## config.mk

```make
export PLATFORM = sky130hd
export DESIGN_NAME = food_eaten_tracker_flat
export DESIGN_NICKNAME = d
export VERILOG_FILES = /design/src/rtl/food_eaten_tracker_if.sv /design/src/rtl/food_eaten_tracker.sv /design/src/flat_wrapper.sv
export SDC_FILE = /design/constraint.sdc
export NUM_CORES = 1
export LEC_CHECK = 0
export CORE_ASPECT_RATIO = 0.5
export CORE_MARGIN = 3
export CORE_UTILIZATION = 43
export CTS_CLUSTER_DIAMETER = 30
export CTS_CLUSTER_SIZE = 24
export DETAILED_ROUTE_END_ITERATION = 10
export DONT_BUFFER_PORTS = 1
export MAX_ROUTING_LAYER = met4
export PLACE_DENSITY_LB_ADDON = 0.08
export SYNTH_ARGS = -nofsm -noshare
export SYNTH_HDL_FRONTEND = slang
export SYNTH_SLANG_ARGS = --single-unit
```

## constraint.sdc

```tcl
create_clock -name vga_clk -period 6.54 [get_ports vga_clk]
set_input_delay 1.308 -clock vga_clk [delete_from_list [all_inputs] [get_ports vga_clk]]
set_output_delay 1.308 -clock vga_clk [all_outputs]
set_load 0.1 [all_outputs]
```

## src/rtl/food_eaten_tracker_if.sv

```systemverilog
// rtl/food_eaten_tracker_if.sv - Pac-Man eat request channel between game logic, layout ROM and tracker
interface food_eaten_tracker_if;
  logic [9:0] pac_x;
  logic [9:0] pac_y;
  logic       pac_valid;
  logic [7:0] pac_tile;
  logic       pac_food;

  // Game side drives position and the ROM answer; tracker returns the tile to look up
  modport master (
    output pac_x,
    output pac_y,
    output pac_valid,
    output pac_food,
    input  pac_tile
  );

  modport slave (
    input  pac_x,
    input  pac_y,
    input  pac_valid,
    input  pac_food,
    output pac_tile
  );
endinterface

```

## src/rtl/food_eaten_tracker.sv

```systemverilog
// rtl/food_eaten_tracker.sv - eaten-pellet mask, score and level-clear tracking for the food layer
module food_eaten_tracker #(
  parameter int TILES_X      = 16,
  parameter int TILES_Y      = 16,
  parameter int PELLET_TOTAL = 200,
  parameter int SCORE_W      = 16,
  parameter int PTS          = 10
) (
  input  logic                  vga_clk,
  input  logic                  reset_n,
  input  logic [9:0]            DrawX,
  input  logic [9:0]            DrawY,
  input  logic                  blank,
  input  logic                  new_level,
  food_eaten_tracker_if.slave   pac,
  output logic                  eaten_px,
  output logic [SCORE_W-1:0]    score,
  output logic [7:0]            pellets_left,
  output logic                  level_clear,
  output logic                  busy
);

  typedef enum logic [1:0] {S_INIT, S_RUN, S_CLEAR} state_t;

  state_t             state;
  state_t             state_nx;
  logic [7:0]         init_ctr;
  logic               e1_valid;
  logic [255:0]       eaten_mask;
  logic               req_ok;
  logic               eat;
  logic [SCORE_W:0]   score_sum;
  logic [SCORE_W-1:0] score_sat;

  // Same truncating arithmetic as the sprite mapper so both agree on tile borders
  function automatic logic [7:0] tile_idx(input logic [9:0] x, input logic [9:0] y);
    logic [13:0] tx;
    logic [13:0] ty;
    tx = ({4'd0, x} * 14'(TILES_X)) / 14'd640;
    ty = ({4'd0, y} * 14'(TILES_Y)) / 14'd480;
    return 8'(ty * 14'(TILES_X) + tx);
  endfunction

  assign req_ok = pac.pac_valid && (pac.pac_x < 10'd640) && (pac.pac_y < 10'd480);

  // The mask bit written by one eat is registered before the next request reaches
  // its E1 stage, so a back-to-back repeat of the same tile already sees it set.
  assign eat = (state == S_RUN) && e1_valid && pac.pac_food &&
               !eaten_mask[pac.pac_tile] && !new_level;

  assign score_sum = {1'b0, score} + (SCORE_W+1)'(PTS);
  assign score_sat = score_sum[SCORE_W] ? '1 : score_sum[SCORE_W-1:0];

  assign level_clear = (pellets_left == 8'd0);

  // State register
  always_ff @(posedge vga_clk or negedge reset_n) begin
    if (!reset_n) state <= S_INIT;
    else          state <= state_nx;
  end

  // Next state and status decode; new_level overrides everything
  always_comb begin
    state_nx = state;
    busy     = 1'b0;
    case (state)
      S_INIT: begin
        busy = 1'b1;
        if (init_ctr == 8'd255) state_nx = S_RUN;
      end
      S_RUN: begin
        if (eat && (pellets_left == 8'd1)) state_nx = S_CLEAR;
      end
      S_CLEAR: state_nx = S_CLEAR;
      default: state_nx = S_INIT;
    endcase
    if (new_level) state_nx = S_INIT;
  end

  // Eat pipeline, counters and the registered pixel lookup
  always_ff @(posedge vga_clk or negedge reset_n) begin
    if (!reset_n) begin
      init_ctr     <= 8'd0;
      e1_valid     <= 1'b0;
      score        <= '0;
      pellets_left <= 8'(PELLET_TOTAL);
      pac.pac_tile <= 8'd0;
      eaten_px     <= 1'b0;
    end else begin
      if (new_level) begin
        init_ctr     <= 8'd0;
        e1_valid     <= 1'b0;
        pellets_left <= 8'(PELLET_TOTAL);
      end else begin
        if (state == S_INIT) init_ctr <= init_ctr + 8'd1;
        e1_valid <= (state == S_RUN) && req_ok;
        if ((state == S_RUN) && req_ok) pac.pac_tile <= tile_idx(pac.pac_x, pac.pac_y);
        if (eat) begin
          score        <= score_sat;
          pellets_left <= (pellets_left != 8'd0) ? pellets_left - 8'd1 : 8'd0;
        end
      end
      // Reads the mask before any same-edge write, so a fresh eat shows next cycle
      eaten_px <= (state != S_INIT) && blank && eaten_mask[tile_idx(DrawX, DrawY)];
    end
  end

  // Mask storage: swept clear during INIT, set by an eat in RUN, frozen otherwise
  always_ff @(posedge vga_clk) begin
    if (state == S_INIT)  eaten_mask[init_ctr]     <= 1'b0;
    else if (eat)         eaten_mask[pac.pac_tile] <= 1'b1;
  end

endmodule

```

## src/flat_wrapper.sv

```systemverilog
// flat-port wrapper written by rule: the top's interface ports become plain ports
module food_eaten_tracker_flat 
#(
  parameter int TILES_X      = 16,
  parameter int TILES_Y      = 16,
  parameter int PELLET_TOTAL = 200,
  parameter int SCORE_W      = 16,
  parameter int PTS          = 10
)
  (vga_clk, reset_n, DrawX, DrawY, blank, new_level, eaten_px, score, pellets_left, level_clear, busy, pac_pac_x, pac_pac_y, pac_pac_valid, pac_pac_food, pac_pac_tile);
  food_eaten_tracker_if pac_i ();
  input  logic vga_clk;
  input  logic reset_n;
  input  logic [9:0] DrawX;
  input  logic [9:0] DrawY;
  input  logic blank;
  input  logic new_level;
  output logic eaten_px;
  output logic [SCORE_W-1:0] score;
  output logic [7:0] pellets_left;
  output logic level_clear;
  output logic busy;
  input wire logic [$bits(pac_i.pac_x)-1:0] pac_pac_x;
  input wire logic [$bits(pac_i.pac_y)-1:0] pac_pac_y;
  input wire logic [$bits(pac_i.pac_valid)-1:0] pac_pac_valid;
  input wire logic [$bits(pac_i.pac_food)-1:0] pac_pac_food;
  output wire logic [$bits(pac_i.pac_tile)-1:0] pac_pac_tile;
  assign pac_i.pac_x = pac_pac_x;
  assign pac_i.pac_y = pac_pac_y;
  assign pac_i.pac_valid = pac_pac_valid;
  assign pac_i.pac_food = pac_pac_food;
  assign pac_pac_tile = pac_i.pac_tile;
  food_eaten_tracker #(.TILES_X(TILES_X), .TILES_Y(TILES_Y), .PELLET_TOTAL(PELLET_TOTAL), .SCORE_W(SCORE_W), .PTS(PTS)) u_core (.vga_clk(vga_clk), .reset_n(reset_n), .DrawX(DrawX), .DrawY(DrawY), .blank(blank), .new_level(new_level), .pac(pac_i), .eaten_px(eaten_px), .score(score), .pellets_left(pellets_left), .level_clear(level_clear), .busy(busy));
endmodule
```

* After elaboration in Yosys (flattened, before gate mapping)
Index checks and enable logic that the tools add are counted.
** Storage, ports and cells
- Flip-flop bits (word level) :: 300
- Input bits :: 46
- Output and inout port bits :: 35
- Word-level logic and storage cells :: 80
** Operators by class
- Eq/ne operators :: 6
- Bitwise gates (word level) :: 4
- $add $sub $neg :: 5
- $lt $le $gt $ge :: 7
- Multiplexer cells :: 22
- Divide/modulo/power cells :: 4
- Reduce and logical (&&, ||, !) cells :: 24
** Operator list (number)
- 256-bit two-way mux :: 2
- 256-bit bitwise AND :: 1
- 256-bit NOT :: 1
- 256-bit OR :: 1
- 8-bit two-way mux :: 5
- 14-bit by 10-bit divider with 14-bit output (second input constant) :: 2
- 14-bit by 9-bit divider with 14-bit output (second input constant) :: 2
- 8-bit by 9-bit < comparator with 1-bit output (second input constant) :: 3
- 16-bit by 4-bit adder with 17-bit output (second input constant) :: 1
- 8-bit adder :: 2
- 1-bit binary-select mux with 8-bit select :: 2
- 1-bit demux with 8-bit select :: 2
- 8-bit by 1-bit greater-or-equal comparator with 1-bit output (second input constant) :: 2
- 16-bit two-way mux :: 1
- 1-bit logical AND :: 12
- 10-bit < comparator (second input constant) :: 1
- 10-bit by 9-bit < comparator with 1-bit output (second input constant) :: 1
- 8-bit by 1-bit adder with 8-bit output (second input constant) :: 1
- 8-bit by 1-bit == test with 1-bit output (second input constant) :: 1
- 8-bit == test (second input constant) :: 1
- 8-bit zero test :: 1
- 2-bit nonzero test :: 4
- 8-bit nonzero test :: 1
- 8-bit by 1-bit subtractor with 8-bit output (second input constant) :: 1
- 10 further kinds :: 21

* Depth between registers and ports, before layout
- Word-level depth :: 9
- Mapped depth :: 20
- Mapped depth without buffers :: 19

* Worst setup path after synthesis
Ideal clock, no wire load.
- Kind :: reg-to-reg
- From :: reg u_core.pac.pac_tile[0]
- To :: reg u_core.eaten_mask[0] (enable)
- Data arrival time :: 6.825 ns
- Path slack :: -0.796 ns
- Setup time :: 0.511 ns
- Clock period less this slack :: 7.336 ns
- Required time :: 6.029 ns
- Path buffers :: 4
- Cell stages (with the launch flop) :: 11
- Path through :: dfrtp_1 buf_6 buf_6 buf_6 buf_2 mux4_2 mux4_2 a22oi_1 o311ai_1 nor4_4 or2_2
** On the way
- Cells in the longest elaborated chain, start to end :: 6
** RTL lines
- start, declared :: line food_eaten_tracker_if.sv:23 : output pac_tile
- start signal, assigned :: line food_eaten_tracker.sv:97 : if ((state == S_RUN) && req_ok) pac.pac_tile <= tile_idx(pac.pac_x, pac.pac_y);
- 1-bit binary-select mux with 8-bit select :: line food_eaten_tracker.sv:49 : !eaten_mask[pac.pac_tile] && !new_level;
- 1-bit two-way mux (not written as such) :: line food_eaten_tracker.sv:49
- 1-bit zero test :: line food_eaten_tracker.sv:49
- 1-bit logical AND :: line food_eaten_tracker.sv:48 : assign eat = (state == S_RUN) && e1_valid && pac.pac_food &&
- 1-bit logical AND :: line food_eaten_tracker.sv:49
- 2-bit nonzero test (no source line)
- end signal, assigned by index :: line food_eaten_tracker.sv:110 : if (state == S_INIT) eaten_mask[init_ctr] <= 1'b0;
- end signal, assigned by index :: line food_eaten_tracker.sv:111 : else if (eat) eaten_mask[pac.pac_tile] <= 1'b1;
- end, declared :: line food_eaten_tracker.sv:29 : logic [255:0] eaten_mask;
Every way passes these cells. The select of a mux whose other input is x is not followed.
A chain may end at the register's enable or synchronous reset.

* Final worst setup path
- From :: reg u_core.pac.pac_tile[0]
- To :: reg u_core.eaten_mask[219] (enable)
The elaborated chain is that of the path after synthesis.

==> results.json <==
{
  "synth-edff-count": 256,
  "core_area_um2": 46000,
  "gp_congestion": 0.905,
  "path_max_fanout": 63,
  "detail-route-antenna-nets": 0,
  "crit_required_ns": 6.77,
  "ys_ff_latch": 300,
  "hold_path.class": "in -> async",
  "topRoutingLayerUsed": "met4",
  "utilization_pct": 50.3,
  "cts_root_buf": "clkbuf_16",
  "row_count": 55,
  "hold_viol": 0,
  "yosysMostFrequentCell": "o21ai_0",
  "nets": 2148,
  "ios": 81,
  "grt_pass1_vias": 17136,
  "synth-main-ff-cell": "edfxtp_1",
  "yosysTopAreaCell": "edfxtp_1",
  "r2r_setup_slack_ns": 0.97,
  "portBuffers": 0,
  "rr_startpoint": "u_core.pac.pac_tile[0]",
  "m1WireLength_um": 32900,
  "critPathSlowestCell": "dfrtp_4",
  "leakage_uw": 0.00780,
  "route.detailed.drc": 0,
  "dpl_worst_slack_ns": 0.786,
  "grt_max_degree": 106,
  "reg2reg_to": "u_core.eaten_mask[219]",
  "nFillCells": 4284,
  "synth_area_leaders": "edfxtp_1 (38%), o21ai_0 (13%), mux4_2 (10%)",
  "hpwlAfterDp_um": 48300,
  "antenna_found_initial": 6,
  "cpMostUsedCell": "mux4_2",
  "crit_arrival_ns": 5.79,
  "crit_type": "reg -> reg",
  "cts_resized": 0,
  "grt_pass1_wl_um": 116000,
  "rr_worst_depth": 8,
  "firstDrtPassIters": 6,
  "timing.final.ws_setup_ns": 0.973,
  "drv_slew": 0,
  "status": "finished, final reports clean",
  "grtUsageTotal_pct": 31.6,
  "initial_core_util_pct": 44.3,
  "wl_met3_um": 11600,
  "ys_warn_count": 0,
  "holdWs_ns": 0.423,
  "grt_overflow": 0,
  "met2WireLength_um": 32300,
  "vias_per_cell": 6.79,
  "post-route-period-util_pct": 85.1,
  "cts.sinks": 300,
  "start_kind": "flip-flop",
  "dr.first_iter.drc_count": 3006,
  "path_cells": "buf_4 -> mux4_2 -> mux4_2 -> mux4_2 -> o211a_1 -> nor4_4 -> or2_4 -> buf_12",
  "vias": 18787,
  "fin_crit_ns": 5.57,
  "avgSynthCellArea_um2": 9.51,
  "synth_top_area_share_pct": 37.8,
  "cts_hold_buffers": 0,
  "postSynthCellCount": 2140,
  "post_cts_buffers": 0,
  "endpoint_kind": "flip-flop",
  "syn_nets": 2201,
  "setup_viol": 0,
  "rsz0062_at_grt": "no",
  "cts.path.max_buffers": 3,
  "wire_per_inst_um": 28.5,
  "worst_slew_pin_slew_ns": 1.39,
  "yosysUniqueCellTypes": 74,
  "drv_cap": 0,
  "synth-async-reset-ratio_pct": 14.7,
  "tns_ns": 0,
  "htreeDepth": 2,
  "clk-insertion-delay-late_ns": 0.60,
  "die_w_um": 314,
  "drive_gt1_share_pct": 14.3,
  "cts_buffers": 55,
  "cts_tree": "built",
  "clk_pin_slew_worst_paths_ns": 0.05,
  "clock_skew_ns": 0.0356,
  "syn_area_um2": 20400,
  "critical-path-max-stage-delay_ns": 1.03,
  "powerDensity_nw_per_um2": 250,
  "yosysSeqAreaShare_pct": 43.2,
  "drt_wl_total_um": 78800,
  "vdd_drop_max_v": 0.000215,
  "ys_top_cells_by_count": "o21ai_0 (526), a21oi_1 (311), edfxtp_1 (256)",
  "area_growth_pct": 13.6,
  "max_freq_mhz": 180,
  "die-area_um2": 50200,
  "die_y_um": 160,
  "relSlewSlack_pct": 6.98
}
where the power goes:
| group | total (µW) | switching [µW] | internal, µW |
|---|---|---|---|
| clock | 2930 | 1070 | 1860 |
| combinational | 687 | 442 | 245 |
| sequential | 2160 | 48.5 | 2110 |
worst max-delay path: cells and delay by family, from the launching register on:
kind	cells	cell delay (ns)
AO/OA/AOI/OAI	1	0.27
buffers and inverters	2	0.83
flip-flops	1	1.03
multiplexers	3	1.54
AND/OR/NAND/NOR	2	1.37
through the flow:
step | instances | power, µW | cell area, µm²
after floorplan | 2140 | 2630 | 20400
after global placement | 2657 | 2850 | 21200
after detailed placement | 2657 | 2860 | 21200
after CTS | 2760 | 5770 | 23100
after global routing | 2763 | 5930 | 23100
final | 2765 | 5770 | 23100
worst max-delay path by stage:
| stage | to | depth (start not counted) | start | slack (ns) |
|---|---|---|---|---|
| floorplan | u_core.eaten_mask[0] | 10 | u_core.pac.pac_tile[0] | 0.49 |
| global placement | u_core.eaten_px | 20 | DrawY[9] | 0.81 |
| detailed placement | u_core.eaten_px | 20 | DrawY[9] | 0.79 |
| CTS | u_core.eaten_mask[213] | 8 | u_core.pac.pac_tile[0] | 1.06 |
| global route | u_core.eaten_mask[216] | 8 | u_core.pac.pac_tile[0] | 0.80 |
| finish | u_core.eaten_mask[219] | 8 | u_core.pac.pac_tile[0] | 0.97 |
cell usage in the layout, fill, tap and decap left out, drive strengths merged, types with 6 or more instances in the layout:
| master | synthesis | layout |
|---|---|---|
| a22oi | 8 | 8 |
| ha | 15 | 15 |
| xor2 | 15 | 15 |
| clkbuf | 151 | 74 |
| or3 | 7 | 7 |
| or2 | 6 | 6 |
| o22ai | 12 | 12 |
| edfxtp | 256 | 256 |
| nor2b | 15 | 15 |
| buf | 29 | 70 |
| and2 | 11 | 11 |
| dfrtp | 41 | 41 |
| nor2 | 72 | 72 |
| o21a | 7 | 7 |
| nor3 | 28 | 28 |
| mux4 | 92 | 92 |
| mux2 | 6 | 6 |
| a211oi | 6 | 6 |
| xnor2 | 12 | 12 |
| a31oi | 26 | 26 |
| nand3 | 44 | 44 |
| nand4 | 8 | 8 |
| inv | 35 | 39 |
| clkinv | 0 | 17 |
| a311oi | 6 | 6 |
| maj3 | 9 | 9 |
| o221ai | 7 | 7 |
| mux2i | 87 | 87 |
| a21oi | 312 | 312 |
| nand2 | 179 | 179 |
| nand2b | 18 | 18 |
| o21ai | 528 | 528 |
| nor4 | 20 | 20 |
| o211ai | 6 | 6 |
logic make-up (layout without fill, tap and decap cells):
logic type | count (synthesis) | after routing | share of synthesized area, %
AO/OA/AOI/OAI | 963 | 963 | 25.4
AND/OR/NAND/NOR | 426 | 426 | 9.79
flip-flops | 300 | 300 | 43.2
buffers and inverters | 215 | 208 | 4.33
multiplexers | 185 | 185 | 14.8
XOR/XNOR | 27 | 27 | 1.16
adder cells (fa/ha/maj) | 24 | 24 | 1.36
other | 0 | 5 | 0
final cells by class:
cell class	instances	area, µm²	area share [%]
sequential	300	8800	38.1
clock inverter	29	309	1.34
clock buffer	74	1580	6.85
inverter	35	131	0.568
antenna	5	12.5	0.0541
multi-input combinational	1625	10900	47.0
tap	627	785	3.39
timing repair buffer	70	638	2.76
state kept, by name (all words and copies together) (netlist names):
register	cells
u_core.state	2
u_core.eaten_mask	256
u_core.e1_valid	1
u_core.init_ctr	8
u_core.pac.pac_tile	8
u_core.pellets_left	8
u_core.score	16
u_core.eaten_px	1
routing by layer:
metal,GRT usage (%),up-vias
met1,45.8,9299
met3,10.6,135
met4,8.59,0
met2,41.6,1209
li1,-,8144
met5,-,-
Power figures use the tool's default switching activity.
